==> src/rtl/wb_master_port_pkg.sv <==
// Shared types and helpers for the Wishbone master port.
//   size_e  : CPU access size codes (byte/half/word; code 3 is invalid)
//   state_e : bus FSM states
//   get_width    : counter width needed to hold a value
//   is_misaligned: alignment rule for a size/offset pair
package wb_master_port_pkg;

  typedef enum logic [1:0] {
    SIZE_BYTE = 2'd0,
    SIZE_HALF = 2'd1,
    SIZE_WORD = 2'd2
  } size_e;

  typedef enum logic [1:0] {
    ST_IDLE = 2'd0,
    ST_BUS  = 2'd1,
    ST_FIN  = 2'd2
  } state_e;

  function automatic int unsigned get_width(input int unsigned v);
    return (v < 2) ? 1 : $clog2(v + 1);
  endfunction

  // Size code 3 has no defined lane pattern, so it is rejected like a misalignment.
  function automatic logic is_misaligned(input logic [1:0] size, input logic [1:0] off);
    case (size)
      SIZE_BYTE: return 1'b0;
      SIZE_HALF: return off[0];
      SIZE_WORD: return |off;
      default:   return 1'b1;
    endcase
  endfunction

endpackage

==> src/rtl/wb_master_port_if.sv <==
// Wishbone classic single-beat bus bundle.
//   master modport: drives cyc/stb/addr/sel/data_o/we, receives data_i/ack_i
//   slave  modport: the mirror image
interface wb_master_port_if #(
  parameter int unsigned ADDR_BITS = 32
);
  logic                 wbm_cyc_o;
  logic                 wbm_stb_o;
  logic [ADDR_BITS-3:0] wbm_addr_o;
  logic [3:0]           wbm_sel_o;
  logic [31:0]          wbm_data_o;
  logic                 wbm_we_o;
  logic [31:0]          wbm_data_i;
  logic                 wbm_ack_i;

  modport master (
    output wbm_cyc_o, wbm_stb_o, wbm_addr_o, wbm_sel_o, wbm_data_o, wbm_we_o,
    input  wbm_data_i, wbm_ack_i
  );

  modport slave (
    input  wbm_cyc_o, wbm_stb_o, wbm_addr_o, wbm_sel_o, wbm_data_o, wbm_we_o,
    output wbm_data_i, wbm_ack_i
  );
endinterface

==> src/rtl/wb_lane_steer.sv <==
// Combinational byte-lane steering for the Wishbone master port.
//   Write side: wr_size/wr_off/wdata -> sel (lane mask) + wdata_rep (replicated data)
//   Read side : rd_size/rd_off/rd_sign_ext/bus_rdata -> rdata_ext (right-aligned,
//               sign- or zero-extended load value)
// The two sides take separate size/offset inputs: the write side works on the
// request being accepted, the read side on the one latched for the bus cycle.
module wb_lane_steer
  import wb_master_port_pkg::*;
(
  input  logic [1:0]  wr_size,
  input  logic [1:0]  wr_off,
  input  logic [31:0] wdata,
  output logic [3:0]  sel,
  output logic [31:0] wdata_rep,
  input  logic [1:0]  rd_size,
  input  logic [1:0]  rd_off,
  input  logic        rd_sign_ext,
  input  logic [31:0] bus_rdata,
  output logic [31:0] rdata_ext
);

  logic [15:0] low16;

  always_comb begin
    sel       = 4'b1111;
    wdata_rep = wdata;
    case (wr_size)
      SIZE_BYTE: begin
        sel       = 4'b0001 << wr_off;
        wdata_rep = {4{wdata[7:0]}};
      end
      SIZE_HALF: begin
        sel       = wr_off[1] ? 4'b1100 : 4'b0011;
        wdata_rep = {2{wdata[15:0]}};
      end
      default: begin
        sel       = 4'b1111;
        wdata_rep = wdata;
      end
    endcase
  end

  assign low16 = 16'(bus_rdata >> {rd_off, 3'b000});

  always_comb begin
    rdata_ext = bus_rdata;
    case (rd_size)
      SIZE_BYTE: rdata_ext = {{24{rd_sign_ext & low16[7]}}, low16[7:0]};
      SIZE_HALF: rdata_ext = {{16{rd_sign_ext & low16[15]}}, low16};
      default:   rdata_ext = bus_rdata;
    endcase
  end

endmodule

==> src/rtl/wb_master_port.sv <==
// Wishbone initiator: turns one CPU load/store (byte/half/word) into a single
// Wishbone classic cycle, with lane steering, load extension, alignment
// checking and a no-ack timeout.
//   clk, rst             : clock and synchronous active-high reset
//   req/we/size/sign_ext/addr/wdata : CPU request, sampled only when idle
//   busy/done/err/rdata  : CPU status; done pulses one cycle, err/rdata valid with it
//   wbm                  : Wishbone master bus (see wb_master_port_if)
module wb_master_port
  import wb_master_port_pkg::*;
#(
  parameter int unsigned ADDR_BITS    = 32,
  parameter int unsigned TIMEOUT      = 255,
  parameter int unsigned TIMEOUT_BITS = get_width(TIMEOUT)
) (
  input  logic                 clk,
  input  logic                 rst,
  input  logic                 req,
  input  logic                 we,
  input  logic [1:0]           size,
  input  logic                 sign_ext,
  input  logic [ADDR_BITS-1:0] addr,
  input  logic [31:0]          wdata,
  output logic                 busy,
  output logic                 done,
  output logic                 err,
  output logic [31:0]          rdata,
  wb_master_port_if.master     wbm
);

  localparam int unsigned TO_LAST_I = (TIMEOUT == 0) ? 0 : TIMEOUT - 1;
  localparam logic [TIMEOUT_BITS-1:0] TO_LAST = TIMEOUT_BITS'(TO_LAST_I);

  state_e                  state;
  logic                    cyc_q;
  logic                    we_q;
  logic [ADDR_BITS-3:0]    addr_q;
  logic [3:0]              sel_q;
  logic [31:0]             dout_q;
  logic [TIMEOUT_BITS-1:0] cnt;
  logic [1:0]              lat_size;
  logic [1:0]              lat_off;
  logic                    lat_sext;

  logic [3:0]  sel_next;
  logic [31:0] wdata_next;
  logic [31:0] rdata_ext;

  wb_lane_steer u_steer (
    .wr_size     (size),
    .wr_off      (addr[1:0]),
    .wdata       (wdata),
    .sel         (sel_next),
    .wdata_rep   (wdata_next),
    .rd_size     (lat_size),
    .rd_off      (lat_off),
    .rd_sign_ext (lat_sext),
    .bus_rdata   (wbm.wbm_data_i),
    .rdata_ext   (rdata_ext)
  );

  // done/busy are registered, so they are set on the edge that enters FIN
  // and FIN itself is the single cycle in which done is seen high.
  always_ff @(posedge clk) begin
    if (rst) begin
      state    <= ST_IDLE;
      cyc_q    <= 1'b0;
      we_q     <= 1'b0;
      addr_q   <= '0;
      sel_q    <= '0;
      dout_q   <= '0;
      busy     <= 1'b0;
      done     <= 1'b0;
      err      <= 1'b0;
      rdata    <= '0;
      cnt      <= '0;
      lat_size <= '0;
      lat_off  <= '0;
      lat_sext <= 1'b0;
    end else begin
      case (state)
        ST_IDLE: begin
          done <= 1'b0;
          if (req) begin
            lat_size <= size;
            lat_off  <= addr[1:0];
            lat_sext <= sign_ext;
            if (is_misaligned(size, addr[1:0])) begin
              err   <= 1'b1;
              done  <= 1'b1;
              state <= ST_FIN;
            end else begin
              cyc_q  <= 1'b1;
              we_q   <= we;
              addr_q <= addr[ADDR_BITS-1:2];
              sel_q  <= sel_next;
              dout_q <= wdata_next;
              busy   <= 1'b1;
              state  <= ST_BUS;
            end
          end
        end
        ST_BUS: begin
          if (wbm.wbm_ack_i) begin
            if (!we_q) rdata <= rdata_ext;
            cyc_q <= 1'b0;
            cnt   <= '0;
            busy  <= 1'b0;
            done  <= 1'b1;
            err   <= 1'b0;
            state <= ST_FIN;
          end else if ((TIMEOUT != 0) && (cnt == TO_LAST)) begin
            cyc_q <= 1'b0;
            cnt   <= '0;
            busy  <= 1'b0;
            done  <= 1'b1;
            err   <= 1'b1;
            state <= ST_FIN;
          end else begin
            cnt <= cnt + TIMEOUT_BITS'(1);
          end
        end
        ST_FIN: begin
          done  <= 1'b0;
          busy  <= 1'b0;
          state <= ST_IDLE;
        end
        default: begin
          done  <= 1'b0;
          busy  <= 1'b0;
          cyc_q <= 1'b0;
          state <= ST_IDLE;
        end
      endcase
    end
  end

  assign wbm.wbm_cyc_o  = cyc_q;
  assign wbm.wbm_stb_o  = cyc_q;
  assign wbm.wbm_we_o   = we_q;
  assign wbm.wbm_addr_o = addr_q;
  assign wbm.wbm_sel_o  = sel_q;
  assign wbm.wbm_data_o = dout_q;

endmodule

==> src/flat_wrapper.sv <==
// flat-port wrapper written by rule: the top's interface ports become plain ports
module wb_master_port_flat import wb_master_port_pkg::*;
#(
  parameter int unsigned ADDR_BITS    = 32,
  parameter int unsigned TIMEOUT      = 255,
  parameter int unsigned TIMEOUT_BITS = get_width(TIMEOUT)
)
  (clk, rst, req, we, size, sign_ext, addr, wdata, busy, done, err, rdata, wbm_wbm_cyc_o, wbm_wbm_stb_o, wbm_wbm_addr_o, wbm_wbm_sel_o, wbm_wbm_data_o, wbm_wbm_we_o, wbm_wbm_data_i, wbm_wbm_ack_i);
  wb_master_port_if #(.ADDR_BITS(ADDR_BITS)) wbm_i ();
  input  logic clk;
  input  logic rst;
  input  logic req;
  input  logic we;
  input  logic [1:0] size;
  input  logic sign_ext;
  input  logic [ADDR_BITS-1:0] addr;
  input  logic [31:0] wdata;
  output logic busy;
  output logic done;
  output logic err;
  output logic [31:0] rdata;
  output wire logic [$bits(wbm_i.wbm_cyc_o)-1:0] wbm_wbm_cyc_o;
  output wire logic [$bits(wbm_i.wbm_stb_o)-1:0] wbm_wbm_stb_o;
  output wire logic [$bits(wbm_i.wbm_addr_o)-1:0] wbm_wbm_addr_o;
  output wire logic [$bits(wbm_i.wbm_sel_o)-1:0] wbm_wbm_sel_o;
  output wire logic [$bits(wbm_i.wbm_data_o)-1:0] wbm_wbm_data_o;
  output wire logic [$bits(wbm_i.wbm_we_o)-1:0] wbm_wbm_we_o;
  input wire logic [$bits(wbm_i.wbm_data_i)-1:0] wbm_wbm_data_i;
  input wire logic [$bits(wbm_i.wbm_ack_i)-1:0] wbm_wbm_ack_i;
  assign wbm_wbm_cyc_o = wbm_i.wbm_cyc_o;
  assign wbm_wbm_stb_o = wbm_i.wbm_stb_o;
  assign wbm_wbm_addr_o = wbm_i.wbm_addr_o;
  assign wbm_wbm_sel_o = wbm_i.wbm_sel_o;
  assign wbm_wbm_data_o = wbm_i.wbm_data_o;
  assign wbm_wbm_we_o = wbm_i.wbm_we_o;
  assign wbm_i.wbm_data_i = wbm_wbm_data_i;
  assign wbm_i.wbm_ack_i = wbm_wbm_ack_i;
  wb_master_port #(.ADDR_BITS(ADDR_BITS), .TIMEOUT(TIMEOUT), .TIMEOUT_BITS(TIMEOUT_BITS)) u_core (.clk(clk), .rst(rst), .req(req), .we(we), .size(size), .sign_ext(sign_ext), .addr(addr), .wdata(wdata), .busy(busy), .done(done), .err(err), .rdata(rdata), .wbm(wbm_i));
endmodule
==> config.mk <==
export PLATFORM = sky130hd
export DESIGN_NAME = wb_master_port_flat
export DESIGN_NICKNAME = d
export VERILOG_FILES = /design/src/rtl/wb_master_port_pkg.sv /design/src/rtl/wb_master_port_if.sv /design/src/rtl/wb_lane_steer.sv /design/src/rtl/wb_master_port.sv /design/src/flat_wrapper.sv
export SDC_FILE = /design/constraint.sdc
export NUM_CORES = 1
export LEC_CHECK = 0
export BUFFER_PORTS_ARGS = -buffer_cell sky130_fd_sc_hd__buf_2
export CORE_MARGIN = 10
export CORE_UTILIZATION = 46
export CTS_BUF_LIST = sky130_fd_sc_hd__clkbuf_2
export CTS_CLUSTER_DIAMETER = 80
export CTS_CLUSTER_SIZE = 14
export DETAILED_ROUTE_END_ITERATION = 10
export PLACE_DENSITY = 0.79
export SLEW_MARGIN = 20
export SYNTH_ARGS = -nofsm -noshare
export SYNTH_HDL_FRONTEND = slang
export SYNTH_SLANG_ARGS = --single-unit
==> constraint.sdc <==
create_clock -name clk -period 1.9 [get_ports clk]
set_input_delay 0.475 -clock clk [delete_from_list [all_inputs] [get_ports clk]]
set_output_delay 0.475 -clock clk [all_outputs]
set_load 0.03 [all_outputs]
### After elaboration in Yosys (flattened, before gate mapping)

Cells that the tools add are included.

| operators by class | value |
|---|---|
| shifts and indexed selects | 2 |
| multiplexer cells | 30 |
| bitwise gates (word level) | 5 |
| add/sub/neg operators | 1 |
| eq/ne operators | 10 |
| reductions and logical operators | 12 |

Operators with widths:

| kind | count |
|---|---|
| 32-bit case mux with 2 select lines | 2 |
| 32-bit by 5-bit right shift with 16-bit output | 1 |
| 8-bit 2-to-1 mux | 2 |
| 1-bit 2-to-1 mux | 14 |
| 3-bit AND reduction | 3 |
| 8-bit by 1-bit adder with 8-bit output (second input constant) | 1 |
| 8-bit equality test (second input constant) | 1 |
| 2-bit 2-to-1 mux | 4 |
| 4-bit case mux with 2 select lines | 1 |
| 4-bit AND reduction | 2 |
| 2-bit by 1-bit equality test with 1-bit output (second input constant) | 3 |
| 2-bit zero test | 3 |
| 1-bit case mux with 2 select lines | 3 |
| 1-bit case mux with 3 select lines | 2 |
| 2-bit equality test (second input constant) | 2 |
| 4-bit 2-to-1 mux | 1 |
| 2-bit != test (second input constant) | 2 |
| 2-bit case mux with 2 select lines | 1 |
| 2-bit AND reduction | 2 |
| 1-bit by 2-bit left shift with 4-bit output (first input constant) | 1 |
| 3-bit by 2-bit != test with 1-bit output (second input constant) | 1 |
| 1-bit NOT | 3 |
| 1-bit AND | 2 |
| 2-bit by 1-bit != test with 1-bit output (second input constant) | 1 |
| 2 further kinds | 2 |

| storage, ports and cells | value |
|---|---|
| flip-flop bits (word level) | 118 |
| input port bits | 104 |
| output and inout port bits | 104 |

### Logic depth before layout (Yosys ltp)

Gate-level depths: netlist (run 1).

| depth | value |
|---|---|
| word-level depth | 8 |
| depth in mapped cells | 9 |
| mapped depth without buffers | 6 |

### Modules after synthesis

A second synthesis (run 1) with hierarchy kept.

| unflattened totals | value |
|---|---|
| cell total of the unflattened synthesis | 701 |
| area, all modules | 5477.8 sq um |

Modules (own cells, without submodules):

| module | area each (sq um) | instances | cells each | seq. area each (sq um) |
|---|---|---|---|---|
| wb_master_port | 4287.9 | 1 | 529 | 2362.3 |
| wb_lane_steer | 1189.9 | 1 | 172 | 0.0 |

### Least setup slack after synthesis (run 1)

Ideal clock, no wire load.

| timing | value |
|---|---|
| kind | register -> register |
| from | register u_core.cnt[0] |
| to | register u_core.cnt[7] |
| stages on the path, launching flop included | 7 |
| arrival time | 1745 ps |
| slack | 85 ps |
| data required time | 1830 ps |
| buffers on the path | 0 |
| cells stage by stage | dfxtp_1 -> inv_1 -> ha_1 -> and4_4 -> a211o_2 -> or4_1 -> a21oi_1 |

| between the ends | value |
|---|---|
| cells in the longest elaborated chain, start to end | 3 |

RTL lines:

| what | line | source |
|---|---|---|
| start, declared | wb_master_port.sv:39 | `logic [TIMEOUT_BITS-1:0] cnt;` |
| start signal, assigned | wb_master_port.sv:119 | `cnt <= cnt + TIMEOUT_BITS'(1);` |
| 8-bit by 1-bit adder with 8-bit output / 8-bit equality test (equally long branches) | wb_master_port.sv:119, wb_master_port.sv:111 |  |
| 8-bit 2-to-1 mux * | wb_master_port.sv:111 | `end else if ((TIMEOUT != 0) && (cnt == TO_LAST)) begin` |
| 8-bit 2-to-1 mux * | wb_master_port.sv:103 | `if (wbm.wbm_ack_i) begin` |

Every way passes the cells marked *; elsewhere a longest branch is shown, timed or not.
A chain may end at the register's enable or synchronous reset.

### Final worst setup path (run 1)

Same ends and word-level chain as after synthesis.

==> results.tsv, run 1 <==
metric	value	unit
top post-synthesis cells by area	dfxtp_1 44%, nand2_1 9.3%, mux2i_1 7.3%	
RR Endpoint	u_core.cnt[7]	
Largest stage delay, worst path	0.48	ns
clock skew	0.0157	ns
worst setup path endpoint	u_core.cnt[7]	
first-pass GRT wire length	27.8	mm
Worst VDD drop	0.536	mV
Final Util	0.648	
nets	1008	
Tcrit/Tclk final	0.959	
post-synth cell types	50	
port buffer count	207	
top cell type's share of synthesized area	0.441	
Die X-Extent	128	µm
Setup-failing EPs final	0	
Wirelength per Cell	16.8	µm
Vias	5643	
GPL Wtd Cong	0.834	
setup TNS	0	ns
placed cells	972	
Global Route Usage Sum	0.208	
Final Max Slew Viols	0	
Pwr Total	0.00534	W
worst-path cell chain	inv_1, ha_1, and4_4, a211o_4, or4_4, a21oi_2	
Critical Path RT	2.52	ns
Cell Area, Synth	0.00535	mm²
critical path depth	6	
Final Critical Period	1.82	ns
CTS tree	built	
worst-case reg-to-reg path depth	6	
net count of the mapped netlist	752	
number of synthesized flops with an enable pin	0	
element type at the critical path end	register	
clk slew on worst S/H paths	0.16	ns
top-count cell post-synth	nand2_1	
drt via density	5.32	
First-pass DRT Iterations	4	
CTS max path bufs	2	
FFs w/ async S/R, synth	0	
crit path max fanout	5	
Synth area leader	dfxtp_1	
Seq/Total Area, Yosys	0.441	
Yosys reg bits	118	
clock buffer count from CTS	17	
share of layout cells above drive strength 1	0.306	
final WL	17.8	mm
final worst slack	0.0775	ns
relative slew slack	0.585	
row count	39	
final std cells w/o fill	1060	
RR Startpoint	u_core.cnt[0]	
First DRT Iteration DRCs	488	
# IOs	208	
critical path type	register to register	
Initial Util	0.469	
syn_area_per_cell	8.29	µm²
Bufs and invs on worst path	1	
number of H-tree levels	4	
synthesis warning total	0	
Routed Antenna Nets	0	
CP Launch Type	register	
Highest Clock Rate	549	MHz
cell at the slowest stage of the critical path	or4_4	
leak pwr	3.16	nW
WP data arrival	2.44	ns
Top FF cell, synth	dfxtp_1	
grt ovf	0	
CTS Sinks	118	
initial antenna violation count	3	
latest clock arrival within the worst-skew pair	0.69	ns
DRC Markers	0	
CP delay by family, top	simple AND/OR/NAND/NOR gates	
core area	0.0114	mm²
final hold violations	0	
Die Span Y	128	µm
number of max-cap violations	0	
postcts setup bufs	0	
Post-synth top cells	132 x nand2_1, 118 x dfxtp_1, 67 x a21oi_1, 63 x nor2_1, 39 x mux2i_1	
RSZ-0062 raised after global routing	false	
status	finished, final reports clean	
Root Driver	clkbuf_2	
Syn Inst Count	646	
Slew @ Worst Pin	0.623	ns
PD cells	721	mW/mm²
Area growth, synth to finish	38.2	%
Hold Path Class	input pin to register	
worst slack, placed	0.0737	ns
CP Launch Point	u_core.cnt[0]	
largest net degree at the start of global routing	53	
Die ar.	0.0164	mm²
r2r setup slk	0.08	ns
Final HPWL DP	12.5	mm
number of global-route vias before repair	5439	
[registers in the layout (all words and copies together) (netlist names)]
register and cells:
u_core.busy 1, u_core.cnt 8, u_core.done 1, u_core.err 1, u_core.lat_off 2, u_core.lat_sext 1
u_core.lat_size 2, u_core.rdata 32, u_core.state 2, u_core.wbm.wbm_addr_o 30, u_core.wbm.wbm_cyc_o 1, u_core.wbm.wbm_data_o 32
u_core.wbm.wbm_sel_o 4, u_core.wbm.wbm_we_o 1
[power breakdown]
| part | internal [W] | leakage (nW) | total, W | switching, W |
|---|---|---|---|---|
| registers | 0.00261 | 0.962 | 0.00269 | 0.0000785 |
| logic | 0.000513 | 2.07 | 0.00130 | 0.000791 |
| clock network | 0.000471 | 0.125 | 0.00134 | 0.000870 |
[placed cells by master, fill, tap and decap left out, types with 3 or more instances in the layout]
master and count:
a211oi_1 35, a21oi_1 66, a2bb2oi_1 7, a311oi_1 11, a31oi_1 4, buf_12 9, buf_2 205, buf_4 24
clkbuf_2 23, clkinv_1 6, dfxtp_1 117, diode_2 3, dlygate4sd3_1 54, inv_1 4, mux2i_1 39, nand2_1 132
nand2b_1 12, nand3_1 5, nand3b_1 10, nor2_1 63, nor2b_1 3, nor3_1 5, o211ai_1 15, o21ai_0 19
o221ai_1 8, or3_1 3
[per-stage QoR]
step                hold WS, ns  area [µm²]
finish                   0.0691        7400
global route             0.0202        7400
CTS                     0.00211        7370
detailed placement        0.443        6660
global placement          0.438        6660
floorplan                 0.461        5350
[worst min-delay path by stage]
stage	from	endpoint	cells past startpoint
5_1_grt	wdata[11]	u_core.wbm.wbm_data_o[11]	3
2_1_floorplan	u_core.lat_sext	u_core.lat_sext	2
3_3_place_gp	u_core.wbm.wbm_addr_o[13]	u_core.wbm.wbm_addr_o[13]	2
3_5_place_dp	u_core.rdata[3]	u_core.rdata[3]	2
6_report	wbm_wbm_data_i[28]	u_core.rdata[28]	3
4_1_cts	wbm_wbm_data_i[19]	u_core.rdata[19]	3
[per-layer routing]
layer  part of all wire  GRT usage  wire [µm]  vias to the layer above
met2               0.49      0.338       8690                      212
met1               0.40      0.242       7180                     2592
met4              0.035      0.102        614                        0
met3              0.073     0.0678       1290                       45
li1                   -          -          -                     2794
met5                  0          0          0                        -
[worst min-delay path: stages]
cell      delay, ns
buf_2          0.12
nand2_1        0.06
a211oi_1       0.06
[repair_timing]
action                                  4_1_cts  5_1_grt
hold buffers                                 54        0
endpoints found under the setup margin        1        1
cloned                                        0        0
gates resized for setup                       1        4
endpoints found under the hold margin        54        0
pin swaps                                     0        0
[cell type report]
| class | instances | area, µm² |
|---|---|---|
| fillers | 990 | 4020 |
| multi-input cells | 468 | 2730 |
| flip-flops and latches | 118 | 2360 |
| repair buffers | 292 | 1930 |
| well taps | 143 | 179 |
| clock buffers | 23 | 115 |
| clock inverters | 8 | 58.8 |
| inverters | 5 | 18.8 |
| diodes | 3 | 7.51 |
[kinds of logic after synthesis]
family,synth area share
adders and majority gates,0.00467
buffers and inverters,0.0556
and+or+nand+nor,0.203
DFF,0.441
muxes,0.0750
AOI/OAI and AO/OA,0.220
(Power assumes the default switching activity.)
==> inputs of run 2 (changes only) <==
--- a/config.mk
+++ b/config.mk
@@ -12,7 +12,8 @@
 export CTS_CLUSTER_DIAMETER = 80
 export CTS_CLUSTER_SIZE = 14
 export DETAILED_ROUTE_END_ITERATION = 10
-export PLACE_DENSITY = 0.79
+export MAX_ROUTING_LAYER = met4
+export PLACE_DENSITY = 0.8
 export SLEW_MARGIN = 20
 export SYNTH_ARGS = -nofsm -noshare
 export SYNTH_HDL_FRONTEND = slang
==> run 2 against run 1 <==
Compared with the run above:
- first-iteration DRC count down 14%
- cell count shrank 0.28%
- routed wire length is 1.4% higher
- worst hold slack worse by 0.0076 ns
- critical path depth is the same
- largest power group unchanged
- highest routed layer unchanged
- largest cell class unchanged
==> results.tsv, run 2 (same netlist as run 1, synthesis figures left out) <==
metric	value	unit
final WL	18.0	mm
Bufs and invs on worst path	1	
crit path max fanout	5	
first-pass GRT wire length	27.0	mm
sequential share of power	0.478	
GPL Wtd Cong	0.840	
Initial Util	0.469	
CTS tree	built	
initial antenna violation count	2	
number of H-tree levels	4	
Final HPWL DP	12.4	mm
DRC Markers	0	
grt ovf	0	
# IOs	208	
Largest stage delay, worst path	0.46	ns
Die X-Extent	128	µm
clock buffer count from CTS	17	
number of max-cap violations	0	
Highest Clock Rate	554	MHz
Cell Int Power	0.00385	W
number of global-route vias before repair	5291	
Critical Path RT	2.52	ns
setup TNS	0	ns
Pwr Total	0.00564	W
Worst VDD drop	0.625	mV
First DRT Iteration DRCs	421	
nets	1004	
WP data arrival	2.42	ns
core area	0.0114	mm²
Hold Path Class	input pin to register	
CP Launch Type	register	
Psw	0.00179	W
clk slew on worst S/H paths	0.17	ns
PD cells	763	mW/mm²
drt via density	5.34	
final hold violations	0	
most frequent cells in the layout	206 x buf_2, 132 x nand2_1, 116 x dfxtp_1	
First-pass DRT Iterations	5	
Final Critical Period	1.81	ns
CP delay by family, top	simple AND/OR/NAND/NOR gates	
final worst slack	0.0939	ns
Die Span Y	128	µm
leak pwr	3.16	nW
Tcrit/Tclk final	0.951	
postcts setup bufs	0	
share of layout cells above drive strength 1	0.310	
CTS Sinks	118	
worst hold margin	0.0615	ns
Sw Ratio	0.317	
element type at the critical path end	register	
RSZ-0062 raised after global routing	false	
CTS max path bufs	2	
row count	39	
clock skew	0.0208	ns
largest net degree at the start of global routing	56	
Area growth, synth to finish	38.1	%
clock share of power	0.294	
cell at the slowest stage of the critical path	or4_1	
Slew @ Worst Pin	0.662	ns
Setup-failing EPs final	0	
most common cell after layout, fill and taps aside	buf_2	
latest clock arrival within the worst-skew pair	0.69	ns
worst-path cell chain	inv_1, ha_1, and4_4, a211o_4, or4_1, a21oi_1	
Vias	5645	
status	finished, final reports clean	
Wirelength per Cell	17.0	µm
Final Max Slew Viols	0	
Routed Antenna Nets	0	
worst slack, placed	0.0352	ns
Root Driver	clkbuf_2	
port buffer count	207	
Global Route Usage Sum	0.209	
relative slew slack	0.558	
Logic pwr share	0.228	
critical path type	register to register	
Die ar.	0.0164	mm²
==> run 2: cell type report <==
cell class / count / area, µm²
fill: 972 / 4030
multi-input combinational: 468 / 2720
sequential: 118 / 2360
timing repair buffer: 288 / 1870
tap: 143 / 179
clock inverter: 11 / 133
clock buffer: 21 / 105
inverter: 5 / 18.8
antenna: 3 / 7.51
==> run 2: path summary, 6_finish.rpt <==
kind | from | to | slack, ns | cells after the start
min reg2reg | u_core.rdata[1] | u_core.rdata[1] | 0.46 | 2
min | wdata[9] | u_core.wbm.wbm_data_o[9] | 0.06 | 3
max | u_core.cnt[0] | u_core.cnt[7] | 0.09 | 6
max reg2reg | u_core.cnt[0] | u_core.cnt[7] | 0.09 | 6
==> run 2: power groups by stage <==
stage	Clock (W)	Sequential (W)	Combinational (W)
2_1_floorplan	0	0.00297	0.000529
3_3_place_gp	0	0.00274	0.00118
3_5_place_dp	0	0.00274	0.00119
4_1_cts	0.00168	0.00269	0.00126
5_1_grt	0.00181	0.00271	0.00139
6_report	0.00166	0.00269	0.00129
==> run 2: stage by stage <==
step	std cells	cell area (µm²)	util
3_3_place_gp	969	6610	0.579
6_report	1057	7390	0.647
3_5_place_dp	969	6610	0.579
5_1_grt	1056	7390	0.647
4_1_cts	1042	7260	0.636
2_1_floorplan	646	5350	-
==> run 2: repair_timing <==
action | in CTS | in global routing
hold buffers | 41 | 12
pin swaps | 0 | 1
hold endpoints to repair | 41 | 12
gates resized for setup | 1 | 2
gates cloned | 0 | 0
endpoints found under the setup margin | 1 | 1
==> run 2: metal layers <==
metal,global-route usage,vias to the layer above,wire length [µm]
met5,-,-,0
met4,0.0960,0,709
met3,0.0624,50,1240
met2,0.327,217,8800
met1,0.241,2587,7260
li1,-,2791,-
==> run 2: tightest hold or removal path: cells and delay by family <==
kind	cells	cell delay (ns)
buffers and inverters	1	0.11
AO/OA/AOI/OAI	2	0.14
==> inputs of run 3 (changes only) <==
--- a/config.mk
+++ b/config.mk
@@ -6,8 +6,10 @@
 export NUM_CORES = 1
 export LEC_CHECK = 0
 export BUFFER_PORTS_ARGS = -buffer_cell sky130_fd_sc_hd__buf_2
+export CELL_PAD_IN_SITES_DETAIL_PLACEMENT = 0
+export CELL_PAD_IN_SITES_GLOBAL_PLACEMENT = 1
 export CORE_MARGIN = 10
-export CORE_UTILIZATION = 46
+export CORE_UTILIZATION = 33
 export CTS_BUF_LIST = sky130_fd_sc_hd__clkbuf_2
 export CTS_CLUSTER_DIAMETER = 80
 export CTS_CLUSTER_SIZE = 14
==> run 3 against run 2 <==
Compared with the run above:
- worst setup slack better by 0.0024 ns
- routed wire length is 3.4% higher
- non-clock buffer count is 8 higher
- clock power increased by 8%
- register-to-register slack about the same
- die area increased by 33%
- clock skew is 0.0050 ns higher
- critical path depth unchanged
- count of clock-buffer cells in the layout fell by 2
- worst hold slack better by 0.016 ns
- fmax up 0.13%
- highest routed layer unchanged
==> results.tsv, run 3 (same netlist as run 1, synthesis figures left out) <==
metric	value	unit
RSZ-0062 raised after global routing	false	
setup TNS	0	ns
First DRT Iteration DRCs	280	
relative slew slack	0.647	
clock share of power	0.310	
critical path depth	6	
Final Max Slew Viols	0	
worst-case reg-to-reg path depth	6	
clock buffer count from CTS	17	
Critical Path RT	2.51	ns
Die Span Y	147	µm
Die ar.	0.0217	mm²
DRC Markers	0	
row count	46	
leak pwr	3.18	nW
element type at the critical path end	register	
hold depth	3	
Worst VDD drop	0.380	mV
final WL	18.6	mm
number of global-route vias before repair	5378	
Logic pwr share	0.224	
Hold Path Class	input pin to register	
port buffer count	207	
Sw Ratio	0.313	
worst hold margin	0.0771	ns
WP data arrival	2.42	ns
worst slack, placed	0.0532	ns
Final HPWL DP	13.6	mm
Setup-failing EPs final	0	
Psw	0.00181	W
latest clock arrival within the worst-skew pair	0.69	ns
GPL Wtd Cong	0.817	
grt ovf	0	
number of H-tree levels	4	
Pwr Total	0.00578	W
drt via density	4.86	
CP delay by family, top	simple AND/OR/NAND/NOR gates	
Die X-Extent	147	µm
number of max-cap violations	0	
Wirelength per Cell	16.4	µm
critical path type	register to register	
final worst slack	0.0963	ns
CTS tree	built	
Highest Clock Rate	554	MHz
Slew @ Worst Pin	0.530	ns
largest net degree at the start of global routing	54	
Tcrit/Tclk final	0.949	
CTS Sinks	118	
share of layout cells above drive strength 1	0.304	
clk slew on worst S/H paths	0.16	ns
CTS max path bufs	2	
clock skew	0.0258	ns
cell at the slowest stage of the critical path	or4_1	
final hold violations	0	
First-pass DRT Iterations	4	
most frequent cells in the layout	205 x buf_2, 132 x nand2_1, 113 x dfxtp_1	
postcts setup bufs	0	
status	finished, final reports clean	
Final Critical Period	1.80	ns
Cell Int Power	0.00397	W
# IOs	208	
Root Driver	clkbuf_2	
CP Launch Type	register	
initial antenna violation count	3	
Routed Antenna Nets	0	
worst-path cell chain	inv_1, ha_1, and4_4, a211o_4, or4_1, a21oi_1	
PD cells	761	mW/mm²
first-pass GRT wire length	29.5	mm
Bufs and invs on worst path	1	
Initial Util	0.337	
Largest stage delay, worst path	0.46	ns
crit path max fanout	5	
nets	1012	
sequential share of power	0.467	
core area	0.0159	mm²
Global Route Usage Sum	0.173	
Vias	5527	
most common cell after layout, fill and taps aside	buf_2	
Area growth, synth to finish	41.8	%
run 3: changes by cell type in the layout (fill, tap and decap cells not counted), moves of 2 or more:
| cell | change |
|---|---|
| clkbuf_2 | -2 |
| clkinv_1 | +4 |
| dlygate4sd3_1 | +9 |
| dfxtp_1 | -3 |
| dfxtp_2 | +2 |
| clkinv_2 | -5 |
run 3: worst min-delay path, cell delays in order:
cell and delay [ns]:
buf_2 0.12, nand2_1 0.06, a211oi_1 0.06
run 3: path summary, 6_finish.rpt:
| path | start | end | slack [ns] |
|---|---|---|---|
| setup / recovery | u_core.cnt[0] | u_core.cnt[7] | 0.1 |
| hold / removal | wbm_wbm_data_i[23] | u_core.rdata[23] | 0.08 |
| setup reg to reg | u_core.cnt[0] | u_core.cnt[7] | 0.1 |
| hold reg to reg | u_core.rdata[5] | u_core.rdata[5] | 0.46 |
run 3: what timing repair did:
item | in CTS | in global routing
resized for setup | 2 | 7
endpoints found under the setup margin | 3 | 4
pin swaps | 0 | 1
hold endpoints to repair | 62 | 0
hold buffers | 62 | 0
run 3: through the flow:
step | utilization | instances | area (µm²)
after floorplan | - | 646 | 5350
after global placement | 0.420 | 1041 | 6680
after detailed placement | 0.420 | 1041 | 6680
after CTS | 0.476 | 1134 | 7560
after global routing | 0.478 | 1137 | 7590
final | 0.478 | 1138 | 7590
run 3: cell type report:
type	count	area (µm²)
Clock inverter	12	160
Inverter	5	18.8
Timing Repair Buffer	296	1940
Sequential cell	118	2370
Tap cell	216	270
Fill cell	1625	8290
Antenna cell	4	10.0
Clock buffer	19	95.1
Multi-Input combinational cell	468	2730
run 3: per-layer routing:
layer | vias up | track usage | part of all wire
met5 | - | - | 0
met4 | 0 | 0.0719 | 0.021
met3 | 23 | 0.0442 | 0.054
met2 | 152 | 0.273 | 0.48
met1 | 2538 | 0.205 | 0.44
li1 | 2814 | - | -
run 3: power by group through the flow:
stage	sequential [W]	clock (W)	combinational, W
after floorplan	0.00297	0	0.000529
after global placement	0.00275	0	0.00119
after detailed placement	0.00275	0	0.00120
after CTS	0.00270	0.00186	0.00130
after global routing	0.00272	0.00197	0.00141
final	0.00270	0.00179	0.00129
